[config.mk]
export PLATFORM = sky130hd
export DESIGN_NAME = bayer_timing_ctrl
export DESIGN_NICKNAME = d
export VERILOG_FILES = /design/src/rtl/bayer_pkg.sv /design/src/rtl/bayer_sync_delay.sv /design/src/rtl/bayer_timing_ctrl.sv
export SDC_FILE = /design/constraint.sdc
export NUM_CORES = 1
export LEC_CHECK = 0
export CAP_MARGIN = 15
export CORE_MARGIN = 2
export CORE_UTILIZATION = 50
export DETAILED_ROUTE_END_ITERATION = 7
export DONT_BUFFER_PORTS = 1
export GPL_TIMING_DRIVEN = 0
export PLACE_DENSITY = 0.72
export SLEW_MARGIN = 20
export SYNTH_ARGS = -nofsm -noshare
export SYNTH_HDL_FRONTEND = slang
export SYNTH_SLANG_ARGS = --single-unit
[constraint.sdc]
create_clock -name clk -period 6.46 [get_ports clk]
set_input_delay 1.292 -clock clk [delete_from_list [all_inputs] [get_ports clk]]
set_output_delay 1.292 -clock clk [all_outputs]
set_load 0.02 [all_outputs]
[src/rtl/bayer_pkg.sv]
// Shared types and defaults for the Bayer-to-RGB pipeline.
// Imported by the timing controller and the interpolation datapath.
package bayer_pkg;

    typedef logic [1:0] state_t;

    localparam state_t ST_IDLE = 2'd0;
    localparam state_t ST_FILL = 2'd1;
    localparam state_t ST_RUN  = 2'd2;

    localparam logic [1:0] BAYER_RGGB = 2'b00;
    localparam logic [1:0] BAYER_GRBG = 2'b01;
    localparam logic [1:0] BAYER_GBRG = 2'b10;
    localparam logic [1:0] BAYER_BGGR = 2'b11;

    localparam int unsigned DEF_IMG_W   = 640;
    localparam int unsigned DEF_IMG_H   = 480;
    localparam int unsigned DEF_LATENCY = 11;
    localparam int unsigned DEF_CNT_W   = 12;

    function automatic logic [1:0] bayer_phase_of(input logic row_lsb, input logic col_lsb,
                                                  input logic [1:0] pat);
        return {row_lsb ^ pat[1], col_lsb ^ pat[0]};
    endfunction

endpackage

[src/rtl/bayer_sync_delay.sv]
// Fixed-depth shift register that re-times the raw sync bundle to the
// interpolated pixel stream.
module bayer_sync_delay
    import bayer_pkg::*;
#(
    parameter int unsigned WIDTH = 3,
    parameter int unsigned DEPTH = DEF_LATENCY + 1
) (
    input  logic             clk,
    input  logic             rst,
    input  logic [WIDTH-1:0] din,
    output logic [WIDTH-1:0] dout
);

    logic [WIDTH-1:0] stage [DEPTH];

    // NOTE: every stage is reset, not just the output, so no stale sync pulse
    // can emerge from the line after a reset.
    always_ff @(posedge clk) begin
        if (rst) begin
            for (int i = 0; i < int'(DEPTH); i++) stage[i] <= '0;
        end else begin
            stage[0] <= din;
            for (int i = 1; i < int'(DEPTH); i++) stage[i] <= stage[i-1];
        end
    end

    assign dout = stage[DEPTH-1];

endmodule

[src/rtl/bayer_timing_ctrl.sv]
// Pixel/line tracking, line-buffer enables, Bayer phase, border flags and
// sync re-timing. Optional sticky geometry check: BAYER_GEOM_CHECK_EN.
module bayer_timing_ctrl
    import bayer_pkg::*;
#(
    parameter int unsigned IMG_W     = DEF_IMG_W,
    parameter int unsigned IMG_H     = DEF_IMG_H,
    parameter int unsigned LATENCY   = DEF_LATENCY,
    parameter int unsigned CNT_W     = DEF_CNT_W,
    parameter logic [1:0]  BAYER_PAT = BAYER_RGGB
) (
    input  logic             clk,
    input  logic             rst,
    input  logic             vs_in,
    input  logic             hs_in,
    input  logic             de_in,
    output logic             line_wr_en,
    output logic             line_rd_en,
    output logic             win_valid,
    output logic [CNT_W-1:0] x_cnt,
    output logic [CNT_W-1:0] y_cnt,
    output logic [1:0]       bayer_phase,
    output logic             edge_l,
    output logic             edge_r,
    output logic             edge_t,
    output logic             edge_b,
    output logic             frame_start,
    output logic             vs_out,
    output logic             hs_out,
    output logic             de_out,
    output logic             err_geom
);

    localparam logic [CNT_W-1:0] X_MAX   = CNT_W'(IMG_W - 1);
    localparam logic [CNT_W-1:0] Y_MAX   = CNT_W'(IMG_H - 1);
    localparam logic [CNT_W-1:0] CNT_ONE = CNT_W'(1);
    localparam logic [CNT_W:0]   PIX_ONE = (CNT_W+1)'(1);
    localparam logic [CNT_W:0]   PIX_SAT = (CNT_W+1)'(IMG_W + 1);

    state_t           state, state_nxt;
    logic             vs_q, de_q;
    logic             vs_rise, de_fall;
    // Pixels seen on the current line; runs one past IMG_W so long lines are visible.
    logic [CNT_W:0]   pix_cnt, pix_nxt;
    logic [CNT_W-1:0] x_nxt, y_nxt;
    logic             wr_nxt, rd_nxt, de_acc;
    logic [2:0]       sync_dly;

    assign vs_rise = vs_in & ~vs_q;
    assign de_fall = ~de_in & de_q;

    // NOTE: every signal gets a default first so no path leaves a latch behind.
    always_comb begin
        state_nxt = state;
        x_nxt     = x_cnt;
        y_nxt     = y_cnt;
        pix_nxt   = pix_cnt;
        wr_nxt    = 1'b0;
        rd_nxt    = 1'b0;
        de_acc    = 1'b0;
        if (vs_rise) begin
            // Frame start aborts whatever is in flight, even mid-line.
            state_nxt = ST_FILL;
            x_nxt     = '0;
            y_nxt     = '0;
            pix_nxt   = de_in ? PIX_ONE : '0;
            wr_nxt    = de_in;
            de_acc    = de_in;
        end else if (state != ST_IDLE) begin
            de_acc = de_in;
            wr_nxt = de_in;
            rd_nxt = de_in & (state == ST_RUN);
            if (de_in) begin
                x_nxt = (pix_cnt < {1'b0, X_MAX}) ? pix_cnt[CNT_W-1:0] : X_MAX;
                if (pix_cnt != PIX_SAT) pix_nxt = pix_cnt + PIX_ONE;
            end else if (de_q) begin
                x_nxt   = '0;
                pix_nxt = '0;
                if (y_cnt != Y_MAX) y_nxt = y_cnt + CNT_ONE;
                if (state == ST_FILL)    state_nxt = ST_RUN;
                else if (y_cnt == Y_MAX) state_nxt = ST_IDLE;
            end
        end
    end

    // NOTE: sequential state uses non-blocking assignments only, so every
    // register samples the pre-edge value of every other register.
    always_ff @(posedge clk) begin
        if (rst) begin
            state       <= ST_IDLE;
            vs_q        <= 1'b0;
            de_q        <= 1'b0;
            pix_cnt     <= '0;
            x_cnt       <= '0;
            y_cnt       <= '0;
            line_wr_en  <= 1'b0;
            line_rd_en  <= 1'b0;
            win_valid   <= 1'b0;
            frame_start <= 1'b0;
            bayer_phase <= 2'b00;
            edge_l      <= 1'b0;
            edge_r      <= 1'b0;
            edge_t      <= 1'b0;
            edge_b      <= 1'b0;
        end else begin
            state       <= state_nxt;
            vs_q        <= vs_in;
            de_q        <= de_in;
            pix_cnt     <= pix_nxt;
            x_cnt       <= x_nxt;
            y_cnt       <= y_nxt;
            line_wr_en  <= wr_nxt;
            line_rd_en  <= rd_nxt;
            win_valid   <= rd_nxt;
            frame_start <= vs_rise;
            bayer_phase <= bayer_phase_of(y_nxt[0], x_nxt[0], BAYER_PAT);
            edge_l      <= de_acc & (x_nxt == '0);
            edge_r      <= de_acc & (x_nxt == X_MAX);
            edge_t      <= de_acc & (y_nxt == '0);
            edge_b      <= de_acc & (y_nxt == Y_MAX);
        end
    end

    bayer_sync_delay #(
        .WIDTH(3),
        .DEPTH(LATENCY + 1)
    ) u_sync_delay (
        .clk (clk),
        .rst (rst),
        .din ({vs_in, hs_in, de_in}),
        .dout(sync_dly)
    );

    assign vs_out = sync_dly[2];
    assign hs_out = sync_dly[1];
    assign de_out = sync_dly[0];

`ifdef BAYER_GEOM_CHECK_EN
    localparam logic [CNT_W:0] PIX_LINE = (CNT_W+1)'(IMG_W);

    logic geom_bad;

    // A frame start outside IDLE means the previous frame came up short.
    assign geom_bad = vs_rise ? (state != ST_IDLE)
                              : ((state != ST_IDLE) && de_fall && (pix_cnt != PIX_LINE));

    always_ff @(posedge clk) begin
        if (rst)           err_geom <= 1'b0;
        else if (geom_bad) err_geom <= 1'b1;
    end
`else
    assign err_geom = 1'b0;
`endif

endmodule
# Word-level counts from Yosys, hierarchy flattened
# Memory sizes are Yosys's and may differ from the RTL's.
# Index checks and enable logic that the tools add are counted.
# Widths: inputs -> output; s select.
word_totals:
  wordCells: 101
  n_memories: 1
  regBits: 50
  mem_bits_rw: 36
  output_inout_bits: 38
  inputBits: 5
op_classes:
  bitwise_logic: 21
  n_mux: 39
  magnitude_cmp: 1
  n_eq_ne: 9
  reduce_logical: 13
  add_sub_neg: 2
mem_list:
  columns: ["name", "words", "width", "rd", "rd_clocked_by_memory_dff", "write_ports", "line", "rtl"]
  rows:
  - ["u_sync_delay.stage", 12, 3, 12, 0, 12, "bayer_sync_delay.sv:15", "logic [WIDTH-1:0] stage [DEPTH];"]
op_table:
  columns: ["operator", "n"]
  rows:
  - ["$mux 12", 10]
  - ["$mux 13", 5]
  - ["$mux 3", 12]
  - ["$eq 12x9->1 const B", 2]
  - ["$logic_not 12->1", 2]
  - ["$add 13x1->13 const B", 1]
  - ["$lt 13x10->1 const B", 1]
  - ["$ne 13x10->1 const B", 1]
  - ["$add 12x1->12 const B", 1]
  - ["$eq 12x10->1 const B", 1]
  - ["$ne 12x9->1 const B", 1]
  - ["$or 1x1->1", 12]
  - ["$mux 1", 10]
  - ["$reduce_and 4->1", 2]
  - ["$reduce_bool 2->1", 4]
  - ["$and 1x1->1", 6]
  - ["$reduce_bool 3->1", 2]
  - ["$mux 2", 2]
  - ["$ne 3x1->1 const B", 1]
  - ["$not 1->1", 3]
  - ["$reduce_and 3->1", 1]
  - ["$reduce_or 3->1", 1]
  - ["$eq 2x1->1 const B", 1]
  - ["$eq 2x2->1 const B", 1]
  - ["2 further kinds", 2]

# Depth between registers and ports, before layout
depth:
  depth_word: 8
  depth_mapped: 9
  mapped_depth_nobuf: 8

# By module
# A second synthesis with hierarchy kept.
unflattened:
  hier_cells: 358
  area_unflattened_um2: 3331.9
by_module_without_submodules:
  columns: ["mod", "cells_per_inst", "area_each_um2", "seq_area_each_um2", "instances"]
  rows:
  - ["bayer_timing_ctrl", 280, 2314.7, 960.9, 1]
  - ["bayer_sync_delay", 78, 1017.2, 720.7, 1]

# Least setup slack after synthesis
# No wires, ideal clock.
synth_path:
  kind: "in2reg"
  from: "in de_in"
  to: "reg edge_b"
  t_required_ps: 6372
  setup_ps: 88
  setup_slack_ps: 3772
  t_arrival_ps: 2601
  cell_stages: 6
  path_buffers: 0
  cell_sequence: "nand2b_1 nor3_1 xnor2_1 nand2_1 or3_1 nor4_2"
synth_between:
  elab_chain_cells: 5
  word_cells_on_any_way: 7
  classes_between: "eq/ne (1); mux (5); bitwise (1)"
synth_rtl:
  columns: ["item", "line", "rtl"]
  rows:
  - ["start, declared", "bayer_timing_ctrl.sv:16", "input logic de_in,"]
  - ["$mux 12", "bayer_timing_ctrl.sv:73", "if (de_in) begin"]
  - ["$mux 12", "bayer_timing_ctrl.sv:69", "end else if (state != ST_IDLE) begin"]
  - ["$mux 12", "bayer_timing_ctrl.sv:61", "if (vs_rise) begin"]
  - ["$eq 12x9->1", "bayer_timing_ctrl.sv:120", "edge_b <= de_acc & (y_nxt == Y_MAX);"]
  - ["$and 1x1->1 (*)", "bayer_timing_ctrl.sv:120", null]
  - ["end signal, assigned", "bayer_timing_ctrl.sv:120", null]
  - ["end, declared", "bayer_timing_ctrl.sv:26", "output logic edge_b,"]
# Every way passes the cells marked *; elsewhere a longest branch is shown, timed or not.
# A chain may end at the register's enable or synchronous reset.

# Final worst setup path
layout_path:
  from: "reg y_cnt[0]"
  to: "reg edge_b"
layout_between:
  elab_chain_cells: 8
  word_cells_on_any_way: 9
  classes_between: "add/sub (1); eq/ne (2); mux (5); bitwise (1)"
layout_rtl:
  columns: ["item", "line", "rtl"]
  rows:
  - ["start, declared", "bayer_timing_ctrl.sv:21", "output logic [CNT_W-1:0] y_cnt,"]
  - ["start signal, assigned", "bayer_timing_ctrl.sv:111", "y_cnt <= y_nxt;"]
  - ["$add 12x1->12 or $ne 12x9->1 (tied branches)", "bayer_timing_ctrl.sv:79", "if (y_cnt != Y_MAX) y_nxt = y_cnt + CNT_ONE;"]
  - ["$mux 12", "bayer_timing_ctrl.sv:79", null]
  - ["$mux 12", "bayer_timing_ctrl.sv:76", "end else if (de_q) begin"]
  - ["$mux 12", "bayer_timing_ctrl.sv:73", null]
  - ["$mux 12 (*)", "bayer_timing_ctrl.sv:69", null]
  - ["$mux 12 (*)", "bayer_timing_ctrl.sv:61", null]
  - ["$eq 12x9->1 (*)", "bayer_timing_ctrl.sv:120", null]
  - ["$and 1x1->1 (*)", "bayer_timing_ctrl.sv:120", null]
# Marked as above.

==> reports/qor_table.md <==
| Result | Reported | Unit |
| --- | --- | --- |
| Initial cell density of the core | 0.514 | - |
| Post-detailed-placement cell area | 3360 | um2 |
| Worst hold slack across all endpoints | 0.440 | ns |
| Critical Path Source Type | register | - |
| Post-route ant nets | 0 | - |
| Max cap viols | 0 | - |
| Transition time of the tightest slew-check pin | 0.539 | ns |
| Worst setup path class | reg2reg | - |
| Pre-antenna DRT Iters | 4 | - |
| RD Place Congestion | 0.890 | - |
| Syn_nets | 366 | - |
| Routed via count divided by cell count | 5.34 | - |
| Number of instances in the placed design | 435 | - |
| GR Util met3 | 0.0730 | - |
| Fraction of final layout cells with drive strength greater than 1 | 0.0989 | - |
| Sequential element share of the synthesized area | 0.502 | - |
| Synthesis warning total | 0 | - |
| Post-CTS resize count | 0 | - |
| Maximum fanout count along the critical path | 8 | - |
| Hold Crit Class | reg2reg | - |
| Final WL | 6350 | um |
| Cells after synthesis | 358 | - |
| Largest net degree at the start of global routing | 17 | - |
| Die span in x | 84.8 | um |
| All-Layer GR Usage | 0.194 | - |
| Vert. Die Dim | 84.8 | um |
| Net count reported at finish | 377 | - |
| Worst slew slack as a fraction of its limit | 0.637 | - |
| Areal power density over the cells | 259 | nW/um2 |
| Standard-cell rows | 29 | - |
| Global-route layer with the greatest usage | met2 | - |
| Met2 Use GR | 0.296 | - |
| Detail-routed net length per standard cell | 14.1 | um |
| Post-synthesis instance area | 3270 | um2 |
| Unrepaired setup endpoints after global routing | false | - |
| Die area | 7200 | um2 |
| Gr ovfl total | 0 | - |
| Area fraction of the dominant cell type after synthesis | 0.502 | - |
| Area leader, netlist | dfxtp_1 | - |
| Post-synthesis to final-layout area growth | 8.54 | % |
| CTS Hold Buffers Added | 0 | - |
| Fraction of synthesis flops using an asynchronous set or reset pin | 0 | - |
| Remaining routing DRC violations | 0 | - |
| Arrival time reported for the critical path endpoint | 2.89 | ns |
| Final-report max-slew violation count | 0 | - |
| Worst VDD drop | 146 | uV |
| Final Cycle Share | 0.404 | - |
| Count of different cell masters after synthesis | 52 | - |
| Number of antenna cells inserted | 0 | - |
| Number of buffers created by CTS | 9 | - |
| Root buffer cell | clkbuf_8 | - |
| TritonCTS clock tree | built | - |
| Number of buffers inserted by post-CTS setup repair | 0 | - |
| Clock-pin slew on the worst setup and hold paths | 0.09 | ns |
| Finish-stage setup viols | 0 | - |
| Post-route insts no fill | 451 | - |
| Setup slack on the worst flop-to-flop path | 3.85 | ns |
| Total leakage power | 1.34 | nW |
| Buffers on Ports | 0 | - |
| Clock sink count | 82 | - |
| Wire length of the first global-routing pass | 11,000 | um |
| Hold Fails Final Rpt | 0 | - |
| Area inside the core boundary | 6350 | um2 |
| GR Util met1 | 0.248 | - |
| Layout Skew | 0.00884 | ns |
| Crit path time final | 2.61 | ns |
| Dpl hpwl | 4480 | um |
| Crit path capture type | register | - |
| Maximum level of the CTS H-tree | 3 | - |
| Number of antenna violations at the first check in global routing | 0 | - |
| Skew-Pair Late Insertion Delay | 0.36 | ns |
| Highest clock frequency the design can meet | 0.383 | GHz |
| Total number of vias | 2,409 | - |
| Setup total negative slack | 0 | ns |
| Post-synthesis sequential element count | 82 | - |
| Main flop type after synthesis | dfxtp_1 | - |
| Post-Layout Inst Area | 3550 | um2 |
| Vias in the first global route | 2,343 | - |
| Initial drt markers | 104 | - |
| WP data required | 6.74 | ns |
| Number of enable-type register cells in the synthesized netlist | 0 | - |
| Top-level I/O count | 43 | - |
| Post-synthesis average cell area | 9.13 | um2 |
| Synth top area cells | dfxtp_1 (50%), nor2b_1 (7.1%), nor2_1 (6.0%) | - |
| Number of buffers on the longest clock path | 2 | - |
| Run status | completed | - |
| Filler Cells Inserted | 555 | - |
==> flip-flops by register name, summed over array words and instances (netlist names) <==
register            count
u_sync_delay.stage     36
pix_cnt                13
x_cnt                  12
y_cnt                  12
state                   2
edge_b                  1
edge_l                  1
edge_r                  1
edge_t                  1
frame_start             1
line_wr_en              1
win_valid               1
==> worst max-delay path: stages, from the launching register on <==
cell	delay, ns
dfxtp_1	0.59
ha_1	0.39
and3_4	0.24
nand4_2	0.16
and2_1	0.22
buf_4	0.14
mux2i_1	0.16
or3_1	0.42
nor4_2	0.21
==> cell usage after synthesis, types with 3 or more instances <==
library cell	number
dfxtp_1	82
nor2_1	52
nor2b_1	37
nand2_1	18
xor2_1	17
nand3_1	16
o21ai_0	13
nor3_1	11
a21oi_1	9
clkbuf_1	8
nand4_1	8
and2_1	6
buf_4	6
inv_1	6
and3_1	5
buf_2	5
nand2b_1	5
xnor2_1	5
or3_1	4
a31oi_1	3
ha_1	3
or4_1	3
==> routing by layer <==
| layer | routed length, um | up-vias |
|---|---|---|
| li1 | - | 1227 |
| met1 | 2920 | 1106 |
| met2 | 2890 | 69 |
| met3 | 448 | 7 |
| met4 | 93 | 0 |
| met5 | 0 | - |
==> area by class of cell <==
type | count | area (um2) | share of cell area
tap | 77 | 96.3 | 0.0272
clock inverter | 7 | 58.8 | 0.0166
sequential | 82 | 1640 | 0.463
buffer | 19 | 100 | 0.0282
inverter | 6 | 22.5 | 0.00635
clock buffer | 9 | 124 | 0.0349
multi-input combinational | 251 | 1500 | 0.424
==> report_power, final <==
| part | total [mW] | internal, mW | switching [mW] |
|---|---|---|---|
| logic | 0.0466 | 0.0146 | 0.0320 |
| registers | 0.524 | 0.513 | 0.0107 |
| clock network | 0.347 | 0.146 | 0.200 |
==> path summary, 6_finish.rpt <==
path / start / to / cells past startpoint
worst max-delay path: y_cnt[0] / edge_b / 8
worst min-delay path: u_sync_delay.stage[3][1] / u_sync_delay.stage[3][4] / 1
worst max register to register: y_cnt[0] / edge_b / 8
worst min register to register: u_sync_delay.stage[3][1] / u_sync_delay.stage[3][4] / 1
==> metrics by stage <==
stage | setup WS (ns) | total power [mW] | util
after floorplan | 3.77 | 0.569 | -
after global placement | 3.59 | 0.581 | 0.530
after detailed placement | 3.58 | 0.582 | 0.530
after CTS | 3.85 | 0.928 | 0.558
after global routing | 3.68 | 0.956 | 0.558
final | 3.85 | 0.917 | 0.558
==> cell usage in the layout (no fill, tap or decap), types with 3 or more instances in the layout <==
cell	n
buf_2	5
or3_1	4
or4_1	3
nand4_1	8
a31oi_1	3
dfxtp_1	82
nor2b_1	37
nand2_1	18
nand2b_1	5
and3_1	5
ha_1	3
clkbuf_8	9
xor2_1	17
inv_1	6
xnor2_1	5
inv_6	3
nor3_1	11
and2_1	6
o21ai_0	13
nand3_1	16
nor2_1	52
a21oi_1	9
buf_4	6
clkbuf_1	8
==> kinds of logic (layout without fill, tap and decap cells) <==
kind of cell,Yosys count,in the layout,synth area share
simple gates,184,184,0.311
flops,82,82,0.502
compound gates,40,40,0.0747
buf+inv,25,41,0.0375
xor+xnor,22,22,0.0590
fa+ha+maj,3,3,0.0115
other cells,1,1,0.00115
mux,1,1,0.00306
No activity file was read; power rests on OpenSTA's default activity.
